===== config.mk =====
export PLATFORM = sky130hd
export DESIGN_NAME = pipelined_cla_adder_flat
export DESIGN_NICKNAME = d
export VERILOG_FILES = /design/src/rtl/pipelined_cla_adder_if.sv /design/src/rtl/pipelined_cla_adder.sv /design/src/flat_wrapper.sv
export SDC_FILE = /design/constraint.sdc
export NUM_CORES = 1
export LEC_CHECK = 0
export ABC_AREA = 0
export BUFFER_PORTS_ARGS = -buffer_cell sky130_fd_sc_hd__buf_2
export CAP_MARGIN = 20
export CORE_MARGIN = 1
export CORE_UTILIZATION = 45
export DETAILED_ROUTE_END_ITERATION = 8
export PLACE_DENSITY = 0.7
export SYNTH_ARGS = -nofsm -noshare
export SYNTH_HDL_FRONTEND = slang
export SYNTH_SLANG_ARGS = --single-unit

===== constraint.sdc =====
create_clock -name clk -period 2 [get_ports clk]
set_input_delay 0.2 -clock clk [delete_from_list [all_inputs] [get_ports clk]]
set_output_delay 0.2 -clock clk [all_outputs]
set_load 0.01 [all_outputs]

===== src/rtl/pipelined_cla_adder_if.sv =====
// Valid/ready bus for pipelined_cla_adder.
//   Input side : in_valid, in_ready, a, b, cin, sub
//   Output side: out_valid, out_ready, sum, cout, ovf
// The master modport belongs to whoever sources operands and sinks results.
// The slave modport belongs to the adder.
interface pipelined_cla_adder_if #(
  parameter int unsigned WIDTH = 16
);
  logic             in_valid;
  logic             in_ready;
  logic [WIDTH-1:0] a;
  logic [WIDTH-1:0] b;
  logic             cin;
  logic             sub;
  logic             out_valid;
  logic             out_ready;
  logic [WIDTH-1:0] sum;
  logic             cout;
  logic             ovf;

  modport master (
    output in_valid, a, b, cin, sub, out_ready,
    input  in_ready, out_valid, sum, cout, ovf
  );

  modport slave (
    input  in_valid, a, b, cin, sub, out_ready,
    output in_ready, out_valid, sum, cout, ovf
  );
endinterface


===== src/rtl/pipelined_cla_adder.sv =====
// Pipelined add/subtract built from BLOCK-bit carry-lookahead slices, one slice per stage.
//   clk    : rising-edge clock
//   rst_n  : asynchronous active-low reset; discards all in-flight operations
//   bus_io : slave side of pipelined_cla_adder_if. Its WIDTH must equal this module's WIDTH.
//            in_valid/in_ready/a/b/cin/sub form the operand handshake.
//            out_valid/out_ready/sum/cout/ovf form the result handshake.
// Result = a + (b ^ {WIDTH{sub}}) + (cin ^ sub). cout is bit WIDTH of that sum.
// ovf is the carry into the MSB XOR the carry out of the MSB.
// Latency is WIDTH/BLOCK cycles. Throughput is one operation per cycle while out_ready is high.
module pipelined_cla_adder #(
  parameter int unsigned WIDTH = 16,
  parameter int unsigned BLOCK = 4
) (
  input  logic                 clk,
  input  logic                 rst_n,
  pipelined_cla_adder_if.slave bus_io
);

  if (BLOCK == 0 || (WIDTH % BLOCK) != 0) begin : gen_bad_params
    $error("pipelined_cla_adder: WIDTH must be a non-zero multiple of BLOCK");
  end

  localparam int unsigned Stages = (BLOCK == 0) ? 1 : WIDTH / BLOCK;

  typedef logic [WIDTH-1:0] word_t;

  // Stage k registers hold the operands and carry consumed by slice k.
  // They also hold the sum bits already produced by slices below k.
  word_t             a_q [Stages];
  word_t             b_q [Stages];
  word_t             s_q [Stages];
  logic [Stages-1:0] c_q;
  logic [Stages-1:0] v_q;

  word_t             s_next   [Stages];
  logic [Stages-1:0] slice_co;
  logic [Stages-1:0] slice_cm;

  logic              out_valid_q;
  word_t             sum_q;
  logic              cout_q;
  logic              ovf_q;

  logic              advance;
  logic              accept;

  // The whole pipe moves in lockstep, so bubbles are not squeezed out during a stall.
  assign advance         = !out_valid_q || bus_io.out_ready;
  assign accept          = bus_io.in_valid && advance;
  assign bus_io.in_ready = advance;

  assign bus_io.out_valid = out_valid_q;
  assign bus_io.sum       = sum_q;
  assign bus_io.cout      = cout_q;
  assign bus_io.ovf       = ovf_q;

  // One carry-lookahead slice per stage.
  always_comb begin
    logic [BLOCK-1:0] p;
    logic [BLOCK-1:0] g;
    logic [BLOCK:0]   c;
    slice_co = '0;
    slice_cm = '0;
    for (int k = 0; k < Stages; k++) begin
      s_next[k] = s_q[k];
      p         = a_q[k][k*BLOCK +: BLOCK] ^ b_q[k][k*BLOCK +: BLOCK];
      g         = a_q[k][k*BLOCK +: BLOCK] & b_q[k][k*BLOCK +: BLOCK];
      c         = '0;
      c[0]      = c_q[k];
      for (int i = 0; i < BLOCK; i++) begin
        c[i+1] = g[i] | (p[i] & c[i]);
      end
      s_next[k][k*BLOCK +: BLOCK] = p ^ c[BLOCK-1:0];
      slice_co[k]                 = c[BLOCK];
      slice_cm[k]                 = c[BLOCK-1];
    end
  end

  always_ff @(posedge clk or negedge rst_n) begin
    if (!rst_n) begin
      for (int k = 0; k < Stages; k++) begin
        a_q[k] <= '0;
        b_q[k] <= '0;
        s_q[k] <= '0;
      end
      c_q         <= '0;
      v_q         <= '0;
      out_valid_q <= 1'b0;
      sum_q       <= '0;
      cout_q      <= 1'b0;
      ovf_q       <= 1'b0;
    end else if (advance) begin
      v_q[0] <= accept;
      if (accept) begin
        // Subtraction becomes addition of ~b, with the borrow-in turned into a carry-in.
        a_q[0] <= bus_io.a;
        b_q[0] <= bus_io.b ^ {WIDTH{bus_io.sub}};
        c_q[0] <= bus_io.cin ^ bus_io.sub;
      end
      for (int k = 1; k < Stages; k++) begin
        v_q[k] <= v_q[k-1];
        a_q[k] <= a_q[k-1];
        b_q[k] <= b_q[k-1];
        s_q[k] <= s_next[k-1];
        c_q[k] <= slice_co[k-1];
      end
      out_valid_q <= v_q[Stages-1];
      sum_q       <= s_next[Stages-1];
      cout_q      <= slice_co[Stages-1];
      ovf_q       <= slice_cm[Stages-1] ^ slice_co[Stages-1];
    end
  end

endmodule


===== src/flat_wrapper.sv =====
// flat-port wrapper written by rule: the top's interface ports become plain ports
module pipelined_cla_adder_flat 
#(
  parameter int unsigned WIDTH = 16,
  parameter int unsigned BLOCK = 4
)
  (clk, rst_n, bus_io_in_valid, bus_io_a, bus_io_b, bus_io_cin, bus_io_sub, bus_io_out_ready, bus_io_in_ready, bus_io_out_valid, bus_io_sum, bus_io_cout, bus_io_ovf);
  pipelined_cla_adder_if #(.WIDTH(WIDTH)) bus_io_i ();
  input  logic clk;
  input  logic rst_n;
  input wire logic [$bits(bus_io_i.in_valid)-1:0] bus_io_in_valid;
  input wire logic [$bits(bus_io_i.a)-1:0] bus_io_a;
  input wire logic [$bits(bus_io_i.b)-1:0] bus_io_b;
  input wire logic [$bits(bus_io_i.cin)-1:0] bus_io_cin;
  input wire logic [$bits(bus_io_i.sub)-1:0] bus_io_sub;
  input wire logic [$bits(bus_io_i.out_ready)-1:0] bus_io_out_ready;
  output wire logic [$bits(bus_io_i.in_ready)-1:0] bus_io_in_ready;
  output wire logic [$bits(bus_io_i.out_valid)-1:0] bus_io_out_valid;
  output wire logic [$bits(bus_io_i.sum)-1:0] bus_io_sum;
  output wire logic [$bits(bus_io_i.cout)-1:0] bus_io_cout;
  output wire logic [$bits(bus_io_i.ovf)-1:0] bus_io_ovf;
  assign bus_io_i.in_valid = bus_io_in_valid;
  assign bus_io_i.a = bus_io_a;
  assign bus_io_i.b = bus_io_b;
  assign bus_io_i.cin = bus_io_cin;
  assign bus_io_i.sub = bus_io_sub;
  assign bus_io_i.out_ready = bus_io_out_ready;
  assign bus_io_in_ready = bus_io_i.in_ready;
  assign bus_io_out_valid = bus_io_i.out_valid;
  assign bus_io_sum = bus_io_i.sum;
  assign bus_io_cout = bus_io_i.cout;
  assign bus_io_ovf = bus_io_i.ovf;
  pipelined_cla_adder #(.WIDTH(WIDTH), .BLOCK(BLOCK)) u_core (.clk(clk), .rst_n(rst_n), .bus_io(bus_io_i));
endmodule

# Word-level counts from Yosys, hierarchy flattened
# Cells that the tools add are included.
[classes] n_bitwise=47 n_reduce_logical=4
[ops] cell="4-bit XOR" n=8
[ops] cell="1-bit bitwise AND" n=16
[ops] cell="4-bit bitwise AND" n=4
[ops] cell="1-bit OR" n=16
[ops] cell="16-bit XOR" n=1
[ops] cell="2-bit AND reduction" n=1
[ops] cell="1-bit XOR" n=2
[ops] cell="1-bit logical AND" n=1
[ops] cell="1-bit zero test" n=1
[ops] cell="1-bit logical OR" n=1
[word_totals] register_bits=179 in_bits=38

# Logic depth before layout (Yosys ltp)
# Gate-level depths: netlist of the first run.
[logic_depth] depth_word=10 ltp_mapped=9 ltp_nobuf=9

# Worst setup path after synthesis of the first run
# Ideal clock, no wire load.
[synth_timing] kind="flip-flop to flip-flop" from="reg u_core.c_q[3]" to="reg u_core.sum_q[15] (netlist: u_core.bus_io.sum[15])" required_time_ns=1.923 path_buffers=0 path_stages_with_launch=9 synth_period_minus_slack_ns=2.185 arrival_ns=2.107 path_slack_ns=-0.185 path_cell_list="dfrtp_1 -> inv_1 -> fa_1 -> inv_1 -> fa_1 -> fa_1 -> inv_1 -> fa_1 -> a21oi_1"
[synth_via] elab_chain_len=7
[synth_rtl] item="start: declaration" line_no="pipelined_cla_adder.sv:32" source="logic [Stages-1:0] c_q;"
[synth_rtl] item="start signal: indexed assignment" line_no="pipelined_cla_adder.sv:105" source="c_q[k] <= slice_co[k-1];"
[synth_rtl] item="1-bit bitwise AND" line_no="pipelined_cla_adder.sv:71" source="c[i+1] = g[i] | (p[i] & c[i]);"
[synth_rtl] item="1-bit OR" line_no="pipelined_cla_adder.sv:71"
[synth_rtl] item="1-bit bitwise AND" line_no="pipelined_cla_adder.sv:71"
[synth_rtl] item="1-bit OR" line_no="pipelined_cla_adder.sv:71"
[synth_rtl] item="1-bit bitwise AND" line_no="pipelined_cla_adder.sv:71"
[synth_rtl] item="1-bit OR" line_no="pipelined_cla_adder.sv:71"
[synth_rtl] item="4-bit XOR" line_no="pipelined_cla_adder.sv:73" source="s_next[k][k*BLOCK +: BLOCK] = p ^ c[BLOCK-1:0];"
[synth_rtl] item="end signal: assignment" line_no="pipelined_cla_adder.sv:108" source="sum_q <= s_next[Stages-1];"
[synth_rtl] item="end: declaration" line_no="pipelined_cla_adder.sv:40" source="word_t sum_q;"
# No other way between the ends.
# A chain may end at the register's enable or synchronous reset.

# Worst setup path in the final report of the first run
# Same ends and word-level chain as after synthesis.

==> results of run 1 <==
[power breakdown]
part / internal (uW) / total (uW) / switching, uW / leakage [uW]
Clock: 1770 / 2800 / 1030 / 0.000262
Combinational: 2090 / 3760 / 1670 / 0.00119
Sequential: 3900 / 4600 / 708 / 0.00150
[metrics by stage]
| step | power, uW | instances | worst slack, ns | area (um^2) | TNS, ns |
|---|---|---|---|---|---|
| 3_5_place_dp | 8050 | 586 | -0.139 | 5950 | -0.547 |
| 2_1_floorplan | 6880 | 394 | -0.0203 | 5460 | -0.0406 |
| 4_1_cts | 11100 | 624 | -0.127 | 6570 | -0.393 |
| 3_3_place_gp | 7870 | 586 | -0.0588 | 5950 | -0.160 |
| 5_1_grt | 12000 | 629 | -0.189 | 6630 | -0.674 |
| 6_report | 11200 | 629 | -0.103 | 6630 | -0.259 |
[state kept, by name (all words and copies together), names as in the netlist]
register	flops
u_core.s_next	24
u_core.bus_io.cout	1
u_core.bus_io.ovf	1
u_core.a_q	40
u_core.c_q	4
u_core.bus_io.out_valid	1
u_core.bus_io.sum	16
u_core.v_q	4
u_core.b_q	40
[cell usage in the layout, fill, tap and decap left out, types with 2 or more instances in the layout]
cell type,netlist,layout
o21ai_0,17,17
dfrtp_1,131,131
mux2_4,10,10
xor2_1,4,3
mux2_2,76,76
fa_1,16,2
buf_4,0,26
nand2_1,12,12
fa_2,0,14
a21oi_1,41,36
buf_12,0,3
nor2_1,13,13
inv_1,28,8
xnor2_1,14,14
clkinvlp_4,0,2
buf_2,16,56
nand3_1,5,5
clkbuf_16,0,17
clkbuf_1,4,4
inv_2,0,20
clkbuf_8,0,6
a21oi_2,0,5
[cells in the mapped netlist (all sizes together)]
master	number
fa	16
nand2b	2
buf	20
nor2	13
and2	1
a21oi	41
clkbuf	4
xnor2	14
dfrtp	131
xor2	4
inv	28
nand3	5
mux2	86
nand2	12
o21ai	17
[area by class of cell]
| type | count | area (um^2) | area share |
|---|---|---|---|
| clock buffer | 27 | 523 | 0.0788 |
| clock inverter | 3 | 20.0 | 0.00302 |
| inverter | 28 | 105 | 0.0158 |
| multi-input combinational | 211 | 1980 | 0.299 |
| sequential | 131 | 3280 | 0.494 |
| tap | 143 | 179 | 0.0270 |
| timing repair buffer | 86 | 546 | 0.0822 |
[layer usage]
metal,track usage,vias up
met4,0.0507,0
li1,-,1471
met5,0,-
met1,0.238,1590
met3,0.0572,11
met2,0.258,60
[repair_timing]
action | in CTS | in global routing
endpoints found under the hold margin | 39 | 0
hold buffers | 1 | 0
gates resized for setup | 23 | 7
endpoints found under the setup margin | 7 | 8
pin swaps | 16 | 13
setup buffers | 7 | 5
[worst min-delay path by stage]
stage | from | endpoint | slack, ns
floorplan | rst_n | u_core.a_q[12] | -0.1
global placement | rst_n | u_core.b_q[50] | 0.22
detailed placement | rst_n | u_core.b_q[50] | 0.23
CTS | bus_io_a[7] | u_core.a_q[55] | 0.009
global route | bus_io_a[5] | u_core.a_q[53] | 0.008
finish | bus_io_a[7] | u_core.a_q[55] | 0.02
[cell families (layout without fill, tap and decap cells)]
group,after synthesis,in the layout
DFF,131,131
muxes,86,86
AOI/OAI and AO/OA,58,58
buffers and inverters,52,144
and+or+nand+nor,33,33
xor gates and xnor gates,18,18
adders and majority gates,16,16
==> summary.md, run 1 <==
| Metric | Value |
|---|---|
| Worst R2R End | u_core.bus_io.sum[15] |
| Total congestion overflow | 0 |
| Share of the core filled with cells in the final layout | 0.571 |
| Initial Utilization | 0.469 |
| Critical-path cell with the highest stage delay | fa_2 |
| Compound-gate portion of the synthesized area | 0.0533 |
| Dominant delay contributor by cell family on the critical path | adder cells |
| Pwr Density | 1680 nW/um^2 |
| Max-capacitance violation count | 0 |
| Largest vdd supply drop | around 700 uV |
| Largest cells by area after synthesis | dfrtp_1 60%, mux2_2 16%, fa_1 5.9% |
| Largest stage delay on the critical path | about 0.43 ns |
| Number of antenna violations at the first check in global routing | 0 |
| Multiplexer area fraction after synthesis | 0.185 |
| Cell count after synthesis | between 300 and 400 |
| Clock-pin slew of the registers on the worst-case setup and hold paths | roughly 0.050 ns |
| Detailed-route wire length on metal 1 | 4430 um |
| Number of levels in the clock H-tree | 4 |
| CP cell instances | inv_2 -> fa_2 -> inv_2 -> fa_2 -> fa_2 -> inv_2 -> fa_2 -> a21oi_2 |
| Largest family of logic cells by synthesized area | multiplexers |
| Post-Syn Area | 5450 um^2 |
| Max Clock Skew | around 0.0060 ns |
| Static power due to leakage | 0.00295 uW |
| 1st-pass router iterations | 6 |
| Area share of and/or/nand/nor cells after synthesis | 0.0271 |
| Tightest Pin Transition | 0.553 ns |
| Number of buffers and inverters on the critical path | 3 |
| Die height | approximately 110 um |
| Placeable Area | roughly 12000 um^2 |
| Total via count in the routed design | 3132 |
| Critical Path Fanout Max | 2 |
| WP depth | 8 |
| Crit. Startpoint | u_core.c_q[3] |
| Yosys warnings | 12 |
| Fmax | 476 MHz |
| Number of inserted diodes | 0 |
| Port bufs | 57 |
| Net count reported at finish | around 530 |
| I/O pin count | 58 |
| Chip width | 112 um |
| Clock tree sinks | 131 |
| Worst hold slack | 0.0218 ns |
| Data required time at the worst endpoint | 2.33 ns |
| Root buffer cell | clkbuf_16 |
| Sort of element at the end of the critical path | flip-flop |
| Violations in the final reports | DRC, setup timing |
| Share of the yosys chip area belonging to registers | 0.602 |
| Clk Latency, worst-skew pair | 0.40 ns |
| CTS tree | yes |
| Global placer's final weighted congestion | 0.747 |
| Cell type contributing the most total cell area after synthesis | dfrtp_1 |
| Filler Cell Count | 937 |
| Total of flip-flops plus latches after synthesis | roughly 130 |
| Setup violators final | 5 |
| Iteration-0 DRC count of the detailed router | 130 |
| Most Frequent Cell on Critical Path | fa_2 |
| Share of post-route cells with drive strength above 1 | 0.492 |
| Cell depth of the worst flop-to-flop path | 8 |
| Number of vias per cell | 4.98 |
| Worst Setup Start Kind | flip-flop |
| Final HPWL DP | approximately 6000 um |
| Path type of the worst setup path | flip-flop to flip-flop |
| Post-route ant nets | 0 |
| Average cell area after synthesis | 13.8 um^2 |
| Largest net degree at the start of global routing | 87 |
| Post-synthesis share of cell area spent on full adders, half adders and majority gates | 0.0588 |
| Reg2reg setup slack | -0.10 ns |
| Sum of routed wire length over all layers | ~9500 um |
| Period minus WS final | 2.10 ns |
| Worst R2R Start | u_core.c_q[3] |
| Post-synthesis to final-layout area growth | 21.8% |
| Data arrival time of the critical path | 2.43 ns |
| Share of Yosys cell area claimed by the top area cell type | 0.602 |
| DRC viols | 1 |
| Worst relative slew slack | 0.631 |
| Cell depth of the worst hold path | 2 |
| Setup repair after global routing missed its margin | yes |
| Met2 routed WL | approximately 4500 um |
| Run status | complete, but fails checks |
| Max Transition Viols Final | 0 |
| Class of the most critical hold timing path | input port to flip-flop |
| Wire length on met3 | 410 um |
| Die outline area | 12500 um^2 |
| Number of global-route vias before repair | 3369 |
| Std-Cell Rows | 39 |
| CTS buffer count | 17 |
| Fraction of the cycle the final worst path needs | 1.05 |
| Final worst-path setup slack | -0.103 ns |
| Average wire length per cell after detail routing | 15.1 um |
| Final hold violation count | 0 |
| Post-synthesis cell type count | 18 |
| Clock Tree Buf Depth | 2 |
| Endpoint of the most critical setup path | u_core.bus_io.sum[15] |
| Post-synth net total | 448 |
| Wire length of the first global-routing pass | 16500 um |
| Synth Area in XOR/XNOR | 0.0290 |
| GRT Total Usage | 0.172 |
| Top metal layer carrying routed signals | met4 |
Note: power is estimated with default switching activity, not from simulation.
==> run 2: changes to the inputs <==
Settings changed: CORE_UTILIZATION 45 to 53, PLACE_DENSITY 0.7 to 0.8, RECOVER_POWER from default to 100.
==> run 2 against run 1 <==
Worst hold slack lost 0.0065 ns. Clock power rose by 13%. Routed wire length rose by 8.4%. The run ends with setup timing left. Non-clock buffer count is 22 higher. Utilization up 13 points. Total power grew 3.6%. First-iteration DRC count shrank 32%. Critical endpoint unchanged. Largest cell class unchanged. Sequential cell count unchanged. Worst setup slack got worse by 0.061 ns. Critical path type unchanged. Clock skew rose by 0.0031 ns. Global-route usage increased by 4.8 points. Die area down 15%.
==> summary.md, run 2 (synthesized netlist as in run 1, its figures left out) <==
| Metric | Value |
|---|---|
| Root buffer cell | clkbuf_8 |
| Tightest Pin Transition | 0.863 ns (+0.310 ns) |
| Placeable Area | 9860 um^2 (-15%) |
| Max-capacitance violation count | 0 (unchanged) |
| Std-Cell Rows | 36 (-7.7%) |
| Worst R2R Start | u_core.a_q[12] |
| Endpoint of the most critical setup path | u_core.bus_io.sum[15] |
| Largest net degree at the start of global routing | 57 (-34%) |
| Fin Setup TNS | -0.589 ns (-0.330 ns) |
| Clock Tree Buf Depth | 2 (unchanged) |
| Chip width | 103 um (-7.7%) |
| Data arrival time of the critical path | 2.61 ns (+0.18 ns) |
| Post-synthesis to final-layout area growth | 26.1% |
| CP cell instances | inv_2 -> fa_2 -> inv_2 -> fa_2 -> fa_2 -> inv_2 -> fa_2 -> a21oi_2 |
| Net count reported at finish | 551 (+4.2%) |
| Most common library cell in the layout ignoring fill and taps | dfrtp_1 |
| Final standard cell count with taps included and fillers excluded | 643 (+2.2%) |
| Worst R2R End | u_core.bus_io.sum[15] |
| DRC viols | 0 (-1) |
| Max Transition Viols Final | 0 (unchanged) |
| Clock Power Share | 0.272 (+0.021) |
| Total via count in the routed design | 3315 (+5.8%) |
| Reg2reg setup slack | -0.16 ns (-0.06 ns) |
| GRT Total Usage | 0.219 (+0.0477) |
| CTS tree | yes |
| Critical Path Fanout Max | 2 (unchanged) |
| Setup repair after global routing missed its margin | yes |
| Final HPWL DP | 6410 um (+3.9%) |
| Cell depth of the worst flop-to-flop path | 8 (unchanged) |
| Dominant delay contributor by cell family on the critical path | adder cells |
| I/O pin count | 58 (unchanged) |
| Instance area after placement | 5930 um^2 (-0.34%) |
| Final hold violation count | 0 (unchanged) |
| Number of levels in the clock H-tree | 4 (unchanged) |
| Share of post-route cells with drive strength above 1 | 0.427 (-0.0643) |
| Number of buffers and inverters on the critical path | 3 (unchanged) |
| Violations in the final reports | setup timing |
| Fmax | 462 MHz (-2.8%) |
| Setup violators final | 6 (+1) |
| Worst Setup Start Kind | flip-flop |
| Total congestion overflow | 0 (unchanged) |
| Fraction of the cycle the final worst path needs | 1.08 (+0.0305) |
| Critical-path cell with the highest stage delay | fa_2 |
| Die outline area | 10700 um^2 (-15%) |
| Class of the most critical hold timing path | input port to flip-flop |
| Port bufs | 57 (unchanged) |
| Worst relative slew slack | 0.425 (-0.206) |
| Internal power | 7990 uW (+3.1%) |
| Sort of element at the end of the critical path | flip-flop |
| Sum of routed wire length over all layers | 10300 um (+8.4%) |
| Iteration-0 DRC count of the detailed router | 89 (-32%) |
| Path type of the worst setup path | flip-flop to flip-flop |
| Number of vias per cell | 5.16 (+3.5%) |
| CTS buffer count | 17 (unchanged) |
| Post-route cell area | 6870 um^2 (+3.5%) |
| Gate power share | 0.326 (-0.011) |
| WP depth | 8 (unchanged) |
| Most Frequent Cell on Critical Path | fa_2 |
| # placed instances | 575 (-1.9%) |
| 1st-pass router iterations | 4 (-2) |
| Net switching power | 3580 uW (+5.0%) |
| Final worst-path setup slack | -0.164 ns (-0.0609 ns) |
| Average wire length per cell after detail routing | 16.0 um (+6.0%) |
| Post-route ant nets | 0 (unchanged) |
| Clock tree sinks | 131 (unchanged) |
| Overall power after layout | 11600 uW (+3.6%) |
| Run status | complete, but fails checks |
| Clock-pin slew of the registers on the worst-case setup and hold paths | 0.06 ns (about the same) |
| Net switching fraction of the power | 0.309 (+0.00394) |
| Die height | 103 um (-7.7%) |
| Number of global-route vias before repair | 3428 (+1.8%) |
| Data required time at the worst endpoint | 2.44 ns (+0.11 ns) |
| Pwr Density | 1680 nW/um^2 (about the same) |
| Number of inserted diodes | 0 (unchanged) |
| Largest stage delay on the critical path | 0.42 ns (about the same) |
| Period minus WS final | 2.16 ns (+0.0609 ns) |
| Largest vdd supply drop | 781 uV (+11%) |
| Crit. Startpoint | u_core.a_q[12] |
| Clk Latency, worst-skew pair | 0.52 ns (+0.12 ns) |
| Wire length of the first global-routing pass | 16800 um (+2.2%) |
| Worst hold slack | 0.0153 ns (-0.00646 ns) |
| Initial Utilization | 0.552 (+0.0831) |
| Number of antenna violations at the first check in global routing | 0 (unchanged) |
| Sequential power share | 0.402 (-0.010) |
| Global placer's final weighted congestion | 0.818 (+9.5%) |
| Highest-count cells in the layout ignoring fill and taps | 131 x dfrtp_1, 76 x mux2_2, 37 x buf_2, 36 x a21oi_1, 29 x dlygate4sd3_1 |
| Static power due to leakage | 0.00301 uW (+1.9%) |
| Max Clock Skew | 0.00910 ns (+0.00314 ns) |
run 2: cell types whose count changed in the layout (fill, tap and decap cells not counted), sizes merged, moves of 2 or more:
cell and change:
clkinvlp +2, dlygate4sd3 +28, buf -29, bufinv +4, clkinv +3, clkbuf +15
run 2: how the worst min path moves through the flow:
| stage | start | endpoint | slack, ns | cells after the start |
|---|---|---|---|---|
| 3_3_place_gp | rst_n | u_core.a_q[62] | 0.19 | 1 |
| 6_report | bus_io_b[1] | u_core.b_q[49] | 0.02 | 3 |
| 4_1_cts | bus_io_b[0] | u_core.b_q[48] | 0.003 | 4 |
| 5_1_grt | bus_io_b[1] | u_core.b_q[49] | 0.02 | 3 |
| 2_1_floorplan | rst_n | u_core.a_q[12] | -0.1 | 0 |
| 3_5_place_dp | rst_n | u_core.bus_io.sum[11] | 0.19 | 1 |
run 2: power by group through the flow:
stage	clock network [uW]	registers (uW)	logic (uW)
3_5_place_dp	0	4640	3480
2_1_floorplan	0	4480	2400
4_1_cts	3210	4640	3750
5_1_grt	3320	4800	4240
6_report	3150	4650	3770
3_3_place_gp	0	4570	3230
run 2: layout make-up:
class                   count  area [um^2]
multi-input cells         211         1980
clock buffers              19          432
flip-flops and latches    131         3280
fillers                   650         3000
well taps                 133          166
inverters                  28          105
repair buffers            108          727
clock inverters            13          183
run 2: per-layer routing:
layer	global-route usage	wire length (um)	vias to the layer above	share of wire
met3	0.0571	448	19	0.044
met5	0	0	-	0
met4	0.0910	225	0	0.022
met1	0.286	4370	1671	0.43
met2	0.352	5220	91	0.51
li1	-	-	1534	-
run 2: per-stage QoR:
stage / utilization / setup slack (ns)
3_5_place_dp: 0.601 / -0.162
5_1_grt: 0.696 / -0.230
6_report: 0.696 / -0.164
3_3_place_gp: 0.601 / -0.0550
4_1_cts: 0.698 / -0.142
2_1_floorplan: - / -0.0203
run 2: what timing repair did:
item,in CTS,in global routing
pin swaps,6,6
hold buffers,29,0
gates resized for setup,21,8
setup endpoints to repair,10,9
hold endpoints to repair,62,0
buffers inserted,4,3
run 2: tightest hold or removal path: stages:
cell and delay, ns:
buf_2 0.08, xnor2_1 0.12, a21oi_1 0.08
